--- src/rtl/mv_spislave_pkg.sv ---
`default_nettype none
// ============================================================================
//  Module      : mv_spi_pkg
//  Description : Shared SPI definitions: word width, idle transmit word,
//                FSM state encoding and the SPI mode constants used by both
//                ends of the link.
//  Revision    : 1.0  initial release
// ============================================================================
package mv_spi_pkg;

  localparam int SPI_DATA_W = 8;
  localparam logic [SPI_DATA_W-1:0] SPI_IDLE_TX = 8'hFF;

  // Mode 3: SCLK idles high, data launched on the leading (falling) edge
  // and sampled on the trailing (rising) edge.
  localparam bit CPOL = 1'b1;
  localparam bit CPHA = 1'b1;

  // One-hot state encoding.
  typedef enum logic [1:0] {
    ST_IDLE   = 2'b01,
    ST_ACTIVE = 2'b10
  } state_t;

endpackage
`default_nettype wire

--- src/rtl/mv_spislave_if.sv ---
`default_nettype none
// ============================================================================
//  Module      : mv_spislave_if
//  Description : Local-side byte interface of the SPI target.
//                master modport : local logic (offers TX words, sees RX)
//                slave  modport : the SPI target itself
//                tx_data/tx_valid/tx_ready : TX holding register handshake
//                rx_data/rx_strobe         : received word + one-cycle pulse
//                tx_underrun               : idle word sent at byte start
//                busy                      : synchronized chip select active
//  Revision    : 1.0  initial release
// ============================================================================
interface mv_spislave_if #(
  parameter int DATA_W = mv_spi_pkg::SPI_DATA_W
) ();

  logic [DATA_W-1:0] tx_data;
  logic              tx_valid;
  logic              tx_ready;
  logic [DATA_W-1:0] rx_data;
  logic              rx_strobe;
  logic              tx_underrun;
  logic              busy;

  modport master (
    output tx_data, tx_valid,
    input  tx_ready, rx_data, rx_strobe, tx_underrun, busy
  );

  modport slave (
    input  tx_data, tx_valid,
    output tx_ready, rx_data, rx_strobe, tx_underrun, busy
  );

endinterface
`default_nettype wire

--- src/rtl/mv_spislave_sync_edge.sv ---
`default_nettype none
// ============================================================================
//  Module      : mv_sync_edge
//  Description : SYNC_STAGES-deep pin synchronizer (SYNC_STAGES >= 2) with
//                one extra register for edge detection.
//                clk, reset : system clock, async active-high reset
//                din        : asynchronous pin
//                dout       : synchronized level
//                rise, fall : one-cycle pulses on synchronized edges
//  Revision    : 1.0  initial release
// ============================================================================
module mv_sync_edge #(
  parameter int   SYNC_STAGES = 2,
  parameter logic RESET_VAL   = 1'b1
) (
  input  logic clk,
  input  logic reset,
  input  logic din,
  output logic dout,
  output logic rise,
  output logic fall
);

  logic [SYNC_STAGES-1:0] chain;
  logic                   last;

  // Resetting to the pin's idle level keeps a reset from looking like an edge.
  always_ff @(posedge clk or posedge reset) begin
    if (reset) begin
      chain <= {SYNC_STAGES{RESET_VAL}};
      last  <= RESET_VAL;
    end else begin
      chain <= {chain[SYNC_STAGES-2:0], din};
      last  <= chain[SYNC_STAGES-1];
    end
  end

  assign dout = chain[SYNC_STAGES-1];
  assign rise = dout & ~last;
  assign fall = ~dout & last;

endmodule
`default_nettype wire

--- src/rtl/mv_spislave.sv ---
`default_nettype none
// ============================================================================
//  Module      : mv_spislave
//  Description : SPI target, MSB first, oversampling SCLK/CS_N/MOSI on clk.
//                clk, reset     : system clock, async active-high reset
//                bus (slave)    : TX holding register handshake, RX word and
//                                 strobe, underrun pulse, busy
//                sclk,cs_n,mosi : asynchronous SPI pins
//                miso, miso_oe  : serial data out and its pad enable
//  Revision    : 1.0  initial release
// ============================================================================
module mv_spislave
  import mv_spi_pkg::*;
#(
  parameter int                DATA_W      = SPI_DATA_W,
  parameter int                SYNC_STAGES = 2,
  parameter logic [DATA_W-1:0] IDLE_TX     = DATA_W'(SPI_IDLE_TX)
) (
  input  logic              clk,
  input  logic              reset,
  mv_spislave_if.slave      bus,
  input  logic              sclk,
  input  logic              cs_n,
  input  logic              mosi,
  output logic              miso,
  output logic              miso_oe
);

  localparam int CNT_W = (DATA_W > 1) ? $clog2(DATA_W) : 1;
  localparam logic [CNT_W-1:0] LAST_BIT = CNT_W'(DATA_W - 1);
  // Launch edge is the leading edge when CPHA=1, the trailing one otherwise.
  // A CPHA=0 target would also need to present bit 0 on CS_N falling, which
  // this block does not do; only the edge roles follow the constants.
  localparam bit LAUNCH_ON_FALL = (CPOL == CPHA);

  // Pin capture: all three pins see the same depth so they stay aligned.
  logic sclk_s, sclk_rise, sclk_fall;
  logic cs_s, cs_rise, cs_fall;
  logic mosi_s, mosi_rise, mosi_fall;
  logic unused_edges;

  mv_sync_edge #(.SYNC_STAGES(SYNC_STAGES), .RESET_VAL(CPOL)) u_sync_sclk (
    .clk(clk), .reset(reset), .din(sclk),
    .dout(sclk_s), .rise(sclk_rise), .fall(sclk_fall)
  );

  mv_sync_edge #(.SYNC_STAGES(SYNC_STAGES), .RESET_VAL(1'b1)) u_sync_cs (
    .clk(clk), .reset(reset), .din(cs_n),
    .dout(cs_s), .rise(cs_rise), .fall(cs_fall)
  );

  mv_sync_edge #(.SYNC_STAGES(SYNC_STAGES), .RESET_VAL(1'b1)) u_sync_mosi (
    .clk(clk), .reset(reset), .din(mosi),
    .dout(mosi_s), .rise(mosi_rise), .fall(mosi_fall)
  );

  assign unused_edges = cs_rise | cs_fall | mosi_rise | mosi_fall | sclk_s;

  logic launch, capture;
  assign launch  = LAUNCH_ON_FALL ? sclk_fall : sclk_rise;
  assign capture = LAUNCH_ON_FALL ? sclk_rise : sclk_fall;

  // State and datapath registers.
  state_t            state,      state_nxt;
  logic [CNT_W-1:0]  bit_cnt,    bit_cnt_nxt;
  logic [DATA_W-1:0] tx_shift,   tx_shift_nxt;
  logic [DATA_W-1:0] rx_shift,   rx_shift_nxt;
  logic [DATA_W-1:0] rx_word,    rx_word_nxt;
  logic [DATA_W-1:0] hold_data,  hold_data_nxt;
  logic              hold_full,  hold_full_nxt;
  logic              rx_pulse,   rx_pulse_nxt;
  logic              underrun,   underrun_nxt;
  logic              miso_nxt;
  logic              write, load_hold;
  logic [DATA_W-1:0] word;

  always_ff @(posedge clk or posedge reset) begin
    if (reset) begin
      state     <= ST_IDLE;
      bit_cnt   <= '0;
      tx_shift  <= '0;
      rx_shift  <= '0;
      rx_word   <= '0;
      hold_data <= '0;
      hold_full <= 1'b0;
      rx_pulse  <= 1'b0;
      underrun  <= 1'b0;
      miso      <= 1'b1;
    end else begin
      state     <= state_nxt;
      bit_cnt   <= bit_cnt_nxt;
      tx_shift  <= tx_shift_nxt;
      rx_shift  <= rx_shift_nxt;
      rx_word   <= rx_word_nxt;
      hold_data <= hold_data_nxt;
      hold_full <= hold_full_nxt;
      rx_pulse  <= rx_pulse_nxt;
      underrun  <= underrun_nxt;
      miso      <= miso_nxt;
    end
  end

  always_comb begin
    state_nxt     = state;
    bit_cnt_nxt   = bit_cnt;
    tx_shift_nxt  = tx_shift;
    rx_shift_nxt  = rx_shift;
    rx_word_nxt   = rx_word;
    hold_data_nxt = hold_data;
    rx_pulse_nxt  = 1'b0;
    underrun_nxt  = 1'b0;
    miso_nxt      = miso;
    load_hold     = 1'b0;
    word          = tx_shift;

    // Writes only happen into an empty register, and byte-start loads only
    // take from a full one, so the two never collide. A write landing on
    // the byte-start cycle is therefore held for the next byte.
    write = bus.tx_valid & ~hold_full;
    if (write) begin
      hold_data_nxt = bus.tx_data;
    end

    if (cs_s) begin
      // Deselect: drop any partial word; the holding register is untouched.
      state_nxt    = ST_IDLE;
      bit_cnt_nxt  = '0;
      rx_shift_nxt = '0;
      miso_nxt     = 1'b1;
    end else begin
      case (state)
        ST_IDLE: begin
          state_nxt = ST_ACTIVE;
        end
        ST_ACTIVE: begin
          if (launch) begin
            if (bit_cnt == '0) begin
              if (hold_full) begin
                word      = hold_data;
                load_hold = 1'b1;
              end else begin
                word         = IDLE_TX;
                underrun_nxt = 1'b1;
              end
            end
            miso_nxt     = word[DATA_W-1];
            tx_shift_nxt = {word[DATA_W-2:0], 1'b0};
          end else if (capture) begin
            rx_shift_nxt = {rx_shift[DATA_W-2:0], mosi_s};
            if (bit_cnt == LAST_BIT) begin
              rx_word_nxt  = rx_shift_nxt;
              rx_pulse_nxt = 1'b1;
              bit_cnt_nxt  = '0;
            end else begin
              bit_cnt_nxt = bit_cnt + CNT_W'(1);
            end
          end
        end
        default: begin
          state_nxt = ST_IDLE;
        end
      endcase
    end

    hold_full_nxt = write ? 1'b1 : (load_hold ? 1'b0 : hold_full);
  end

  assign bus.tx_ready    = ~hold_full;
  assign bus.rx_data     = rx_word;
  assign bus.rx_strobe   = rx_pulse;
  assign bus.tx_underrun = underrun;
  assign bus.busy        = ~cs_s;
  assign miso_oe         = ~cs_s;

endmodule
`default_nettype wire

--- src/flat_wrapper.sv ---
// flat-port wrapper written by rule: the top's interface ports become plain ports
module mv_spislave_flat import mv_spi_pkg::*;
#(
  parameter int                DATA_W      = SPI_DATA_W,
  parameter int                SYNC_STAGES = 2,
  parameter logic [DATA_W-1:0] IDLE_TX     = DATA_W'(SPI_IDLE_TX)
)
  (clk, reset, sclk, cs_n, mosi, miso, miso_oe, bus_tx_data, bus_tx_valid, bus_tx_ready, bus_rx_data, bus_rx_strobe, bus_tx_underrun, bus_busy);
  mv_spislave_if #(.DATA_W(DATA_W)) bus_i ();
  input  logic clk;
  input  logic reset;
  input  logic sclk;
  input  logic cs_n;
  input  logic mosi;
  output logic miso;
  output logic miso_oe;
  input wire logic [$bits(bus_i.tx_data)-1:0] bus_tx_data;
  input wire logic [$bits(bus_i.tx_valid)-1:0] bus_tx_valid;
  output wire logic [$bits(bus_i.tx_ready)-1:0] bus_tx_ready;
  output wire logic [$bits(bus_i.rx_data)-1:0] bus_rx_data;
  output wire logic [$bits(bus_i.rx_strobe)-1:0] bus_rx_strobe;
  output wire logic [$bits(bus_i.tx_underrun)-1:0] bus_tx_underrun;
  output wire logic [$bits(bus_i.busy)-1:0] bus_busy;
  assign bus_i.tx_data = bus_tx_data;
  assign bus_i.tx_valid = bus_tx_valid;
  assign bus_tx_ready = bus_i.tx_ready;
  assign bus_rx_data = bus_i.rx_data;
  assign bus_rx_strobe = bus_i.rx_strobe;
  assign bus_tx_underrun = bus_i.tx_underrun;
  assign bus_busy = bus_i.busy;
  mv_spislave #(.DATA_W(DATA_W), .SYNC_STAGES(SYNC_STAGES), .IDLE_TX(IDLE_TX)) u_core (.clk(clk), .reset(reset), .bus(bus_i), .sclk(sclk), .cs_n(cs_n), .mosi(mosi), .miso(miso), .miso_oe(miso_oe));
endmodule
--- config.mk ---
export PLATFORM = sky130hd
export DESIGN_NAME = mv_spislave_flat
export DESIGN_NICKNAME = d
export VERILOG_FILES = /design/src/rtl/mv_spislave_pkg.sv /design/src/rtl/mv_spislave_if.sv /design/src/rtl/mv_spislave_sync_edge.sv /design/src/rtl/mv_spislave.sv /design/src/flat_wrapper.sv
export SDC_FILE = /design/constraint.sdc
export NUM_CORES = 1
export LEC_CHECK = 0
export BUFFER_PORTS_ARGS = -buffer_cell sky130_fd_sc_hd__buf_4
export CAP_MARGIN = 30
export CORE_UTILIZATION = 45
export CTS_CLUSTER_DIAMETER = 100
export CTS_CLUSTER_SIZE = 16
export DETAILED_ROUTE_END_ITERATION = 8
export HOLD_SLACK_MARGIN = 0.1
export PLACE_DENSITY = 0.71
export SKIP_LAST_GASP = 1
export SYNTH_ARGS = -nofsm -noshare
export SYNTH_HDL_FRONTEND = slang
export SYNTH_HIERARCHICAL = 1
export SYNTH_SLANG_ARGS = --single-unit
export TNS_END_PERCENT = 30
--- constraint.sdc ---
create_clock -name clk -period 3.05 [get_ports clk]
set_input_delay 0.305 -clock clk [delete_from_list [all_inputs] [get_ports clk]]
set_output_delay 0.305 -clock clk [all_outputs]
set_load 0.02 [all_outputs]
==> out/summary.txt <==
Worst slew pin tran: 0.730 ns
CTS clk-pin slew, worst paths: 0.09 ns
DR pass1 iterations: 4
DRT antenna net count: 0
Site row count: 23
Clock tree from TritonCTS: yes
Initial core utilization: 0.470
Die Ht: 66.9 um
Tcrit/Tclk final: 0.628
Worst Skew: 0.0118 ns
WL/cell: 13.6 um
Total CTS buffers: 5
Postcts setup bufs: 0
ANT cells: 0
Drt drc: 0
Crit path max fanout: 10
Relative slew slack: 0.513
Cells after synthesis: 158
Slowest cell on the critical path: dfstp_2
Worst slack, placed: 1.14 ns
Pwr/cell area: 655 nW/um2
Final hold violations: 0
WP data arrival: 2.10 ns
Leakage Power: 0.00107 uW
Largest net degree at the start of global routing: 21
CP startpoint kind: flop
Mapped Nets: 175
Setup CP Type: flop to flop
Crit path capture type: flop
Cell area after placement: 2130 um2
Core area: 4030 um2
Io pins: 28
TNS Setup: 0 ns
Vias/cell: 5.17
Status: finished clean
H-tree levels: 2
Critical Path RT: 3.24 ns
Vias in the first global route: 1220
First-pass GRT wire length: 5570 um
Fmax: 0.522 GHz
Hold_buf cts: 1
Setup ws final: 1.14 ns
I/O Buffers: 27
Fraction of layout cells with a size suffix above 1: 0.319
Gpl congestion: 0.740
GRT Residual Overflow: 0
Vias after detailed routing: 1246
Synth-to-Final Area Change: 20.0%
Horiz. Die Dim: 66.9 um
Num Clock Sinks: 46
HPWL after detailed placement: 2380 um
Final setup fails: 0
Initial DRC Count: 43
Die Area: 4480 um2
Initial antenna violation count: 0
Hold WC Path Type: primary input to flop
Crit-path cells: and2b_2, and4bb_1, nand3_4, mux2_2
Max stage delay on crit path: 0.54 ns
Post-layout min period: 1.91 ns
Slew Limit Fails: 0
Design area: 2270 um2
Worst ir drop on vdd: 0.392 mV
Total GRT Usage: 0.176
CTS-repair resized insts: 0
Total power: 1490 uW
Clk Latency, worst-skew pair: 0.30 ns
Avg Cell Area, Syn: 12.0 um2
NumNets Final: 207
Post-Syn Area: 1900 um2
Clk Tree Root Cell: clkbuf_8
Synthesis Warnings: 6
Total length of routed wires: 3270 um
CTS max path bufs: 2
Max Cap Viol: 0
RSZ-0062 raised after global routing: no
==> report_power, final <==
group	leakage [uW]	internal, uW	switching, uW
Sequential	0.000584	738	70.9
Clock	0.0000524	245	192
Combinational	0.000439	135	108
==> per-layer routing <==
metal  global-route usage  share of wire  vias to the layer above
met5                    0              0                        -
met1                0.208           0.44                      615
met4               0.0798          0.017                        0
met3               0.0685          0.052                        6
met2                0.282           0.49                       28
li1                     -              -                      597
==> final timing paths <==
path | start | endpoint | slack, ns | cells past startpoint
worst max-delay path | u_core/u_sync_sclk/chain[1]$_DFF_PP1_ | u_core/bus.rx_data[1]$_DFFE_PP0P_ | 1.14 | 4
worst min-delay path | bus_tx_data[3] | u_core/hold_data[3]$_DFFE_PP0P_ | 0.23 | 2
worst max register to register | u_core/u_sync_sclk/chain[1]$_DFF_PP1_ | u_core/bus.rx_data[1]$_DFFE_PP0P_ | 1.14 | 4
worst min register to register | u_core/u_sync_sclk/chain[0]$_DFF_PP1_ | u_core/u_sync_sclk/chain[1]$_DFF_PP1_ | 0.35 | 0
max in group asynchronous | reset | u_core/miso$_DFFE_PP1P_ | 1.55 | 4
min in group asynchronous | reset | u_core/u_sync_cs/chain[1]$_DFF_PP1_ | 0.59 | 3
==> sequential cells by signal, summed over array words and instances, names as in the netlist <==
name / count
u_core/state: 2
u_core/hold_full: 1
u_core/bus.rx_data: 8
u_core/bus.rx_strobe: 1
u_core/bus.tx_underrun: 1
u_core/u_sync_cs/chain: 2
u_core/u_sync_sclk/chain: 2
u_core/u_sync_mosi/chain: 2
u_core/tx_shift: 7
u_core/miso: 1
u_core/bit_cnt: 3
u_core/hold_data: 8
u_core/u_sync_sclk/last: 1
u_core/rx_shift: 7
==> worst max-delay path: cells and delay by family (launching register included) <==
family,cells,cell delay (ns)
and+or+nand+nor,3,0.95
DFF,1,0.54
muxes,1,0.31
==> cell usage in the layout, fill, tap and decap left out, drive strengths merged, types with 2 or more instances in the layout <==
master / count
nor2: 2
a21oi: 11
mux2: 16
inv: 10
nand2: 28
ha: 3
dlygate4sd3: 4
nand4bb: 8
o21ai: 14
clkbuf: 7
nor2b: 3
dfstp: 9
buf: 28
dfrtp: 37
==> final cells by class <==
class | count | area [um2]
multi-input cells | 95 | 656
well taps | 50 | 62.6
flip-flops and latches | 46 | 1160
repair buffers | 32 | 250
inverters | 10 | 37.5
clock inverters | 1 | 30.0
clock buffers | 7 | 76.3
fillers | 346 | 1750
==> through the flow <==
stage / cells / hold WS [ns] / utilization
global placement: 229 / 0.348 / 0.528
global route: 241 / 0.218 / 0.565
finish: 241 / 0.227 / 0.565
CTS: 238 / 0.101 / 0.557
detailed placement: 229 / 0.348 / 0.528
floorplan: 158 / 0.217 / -
(Power assumes the default switching activity.)
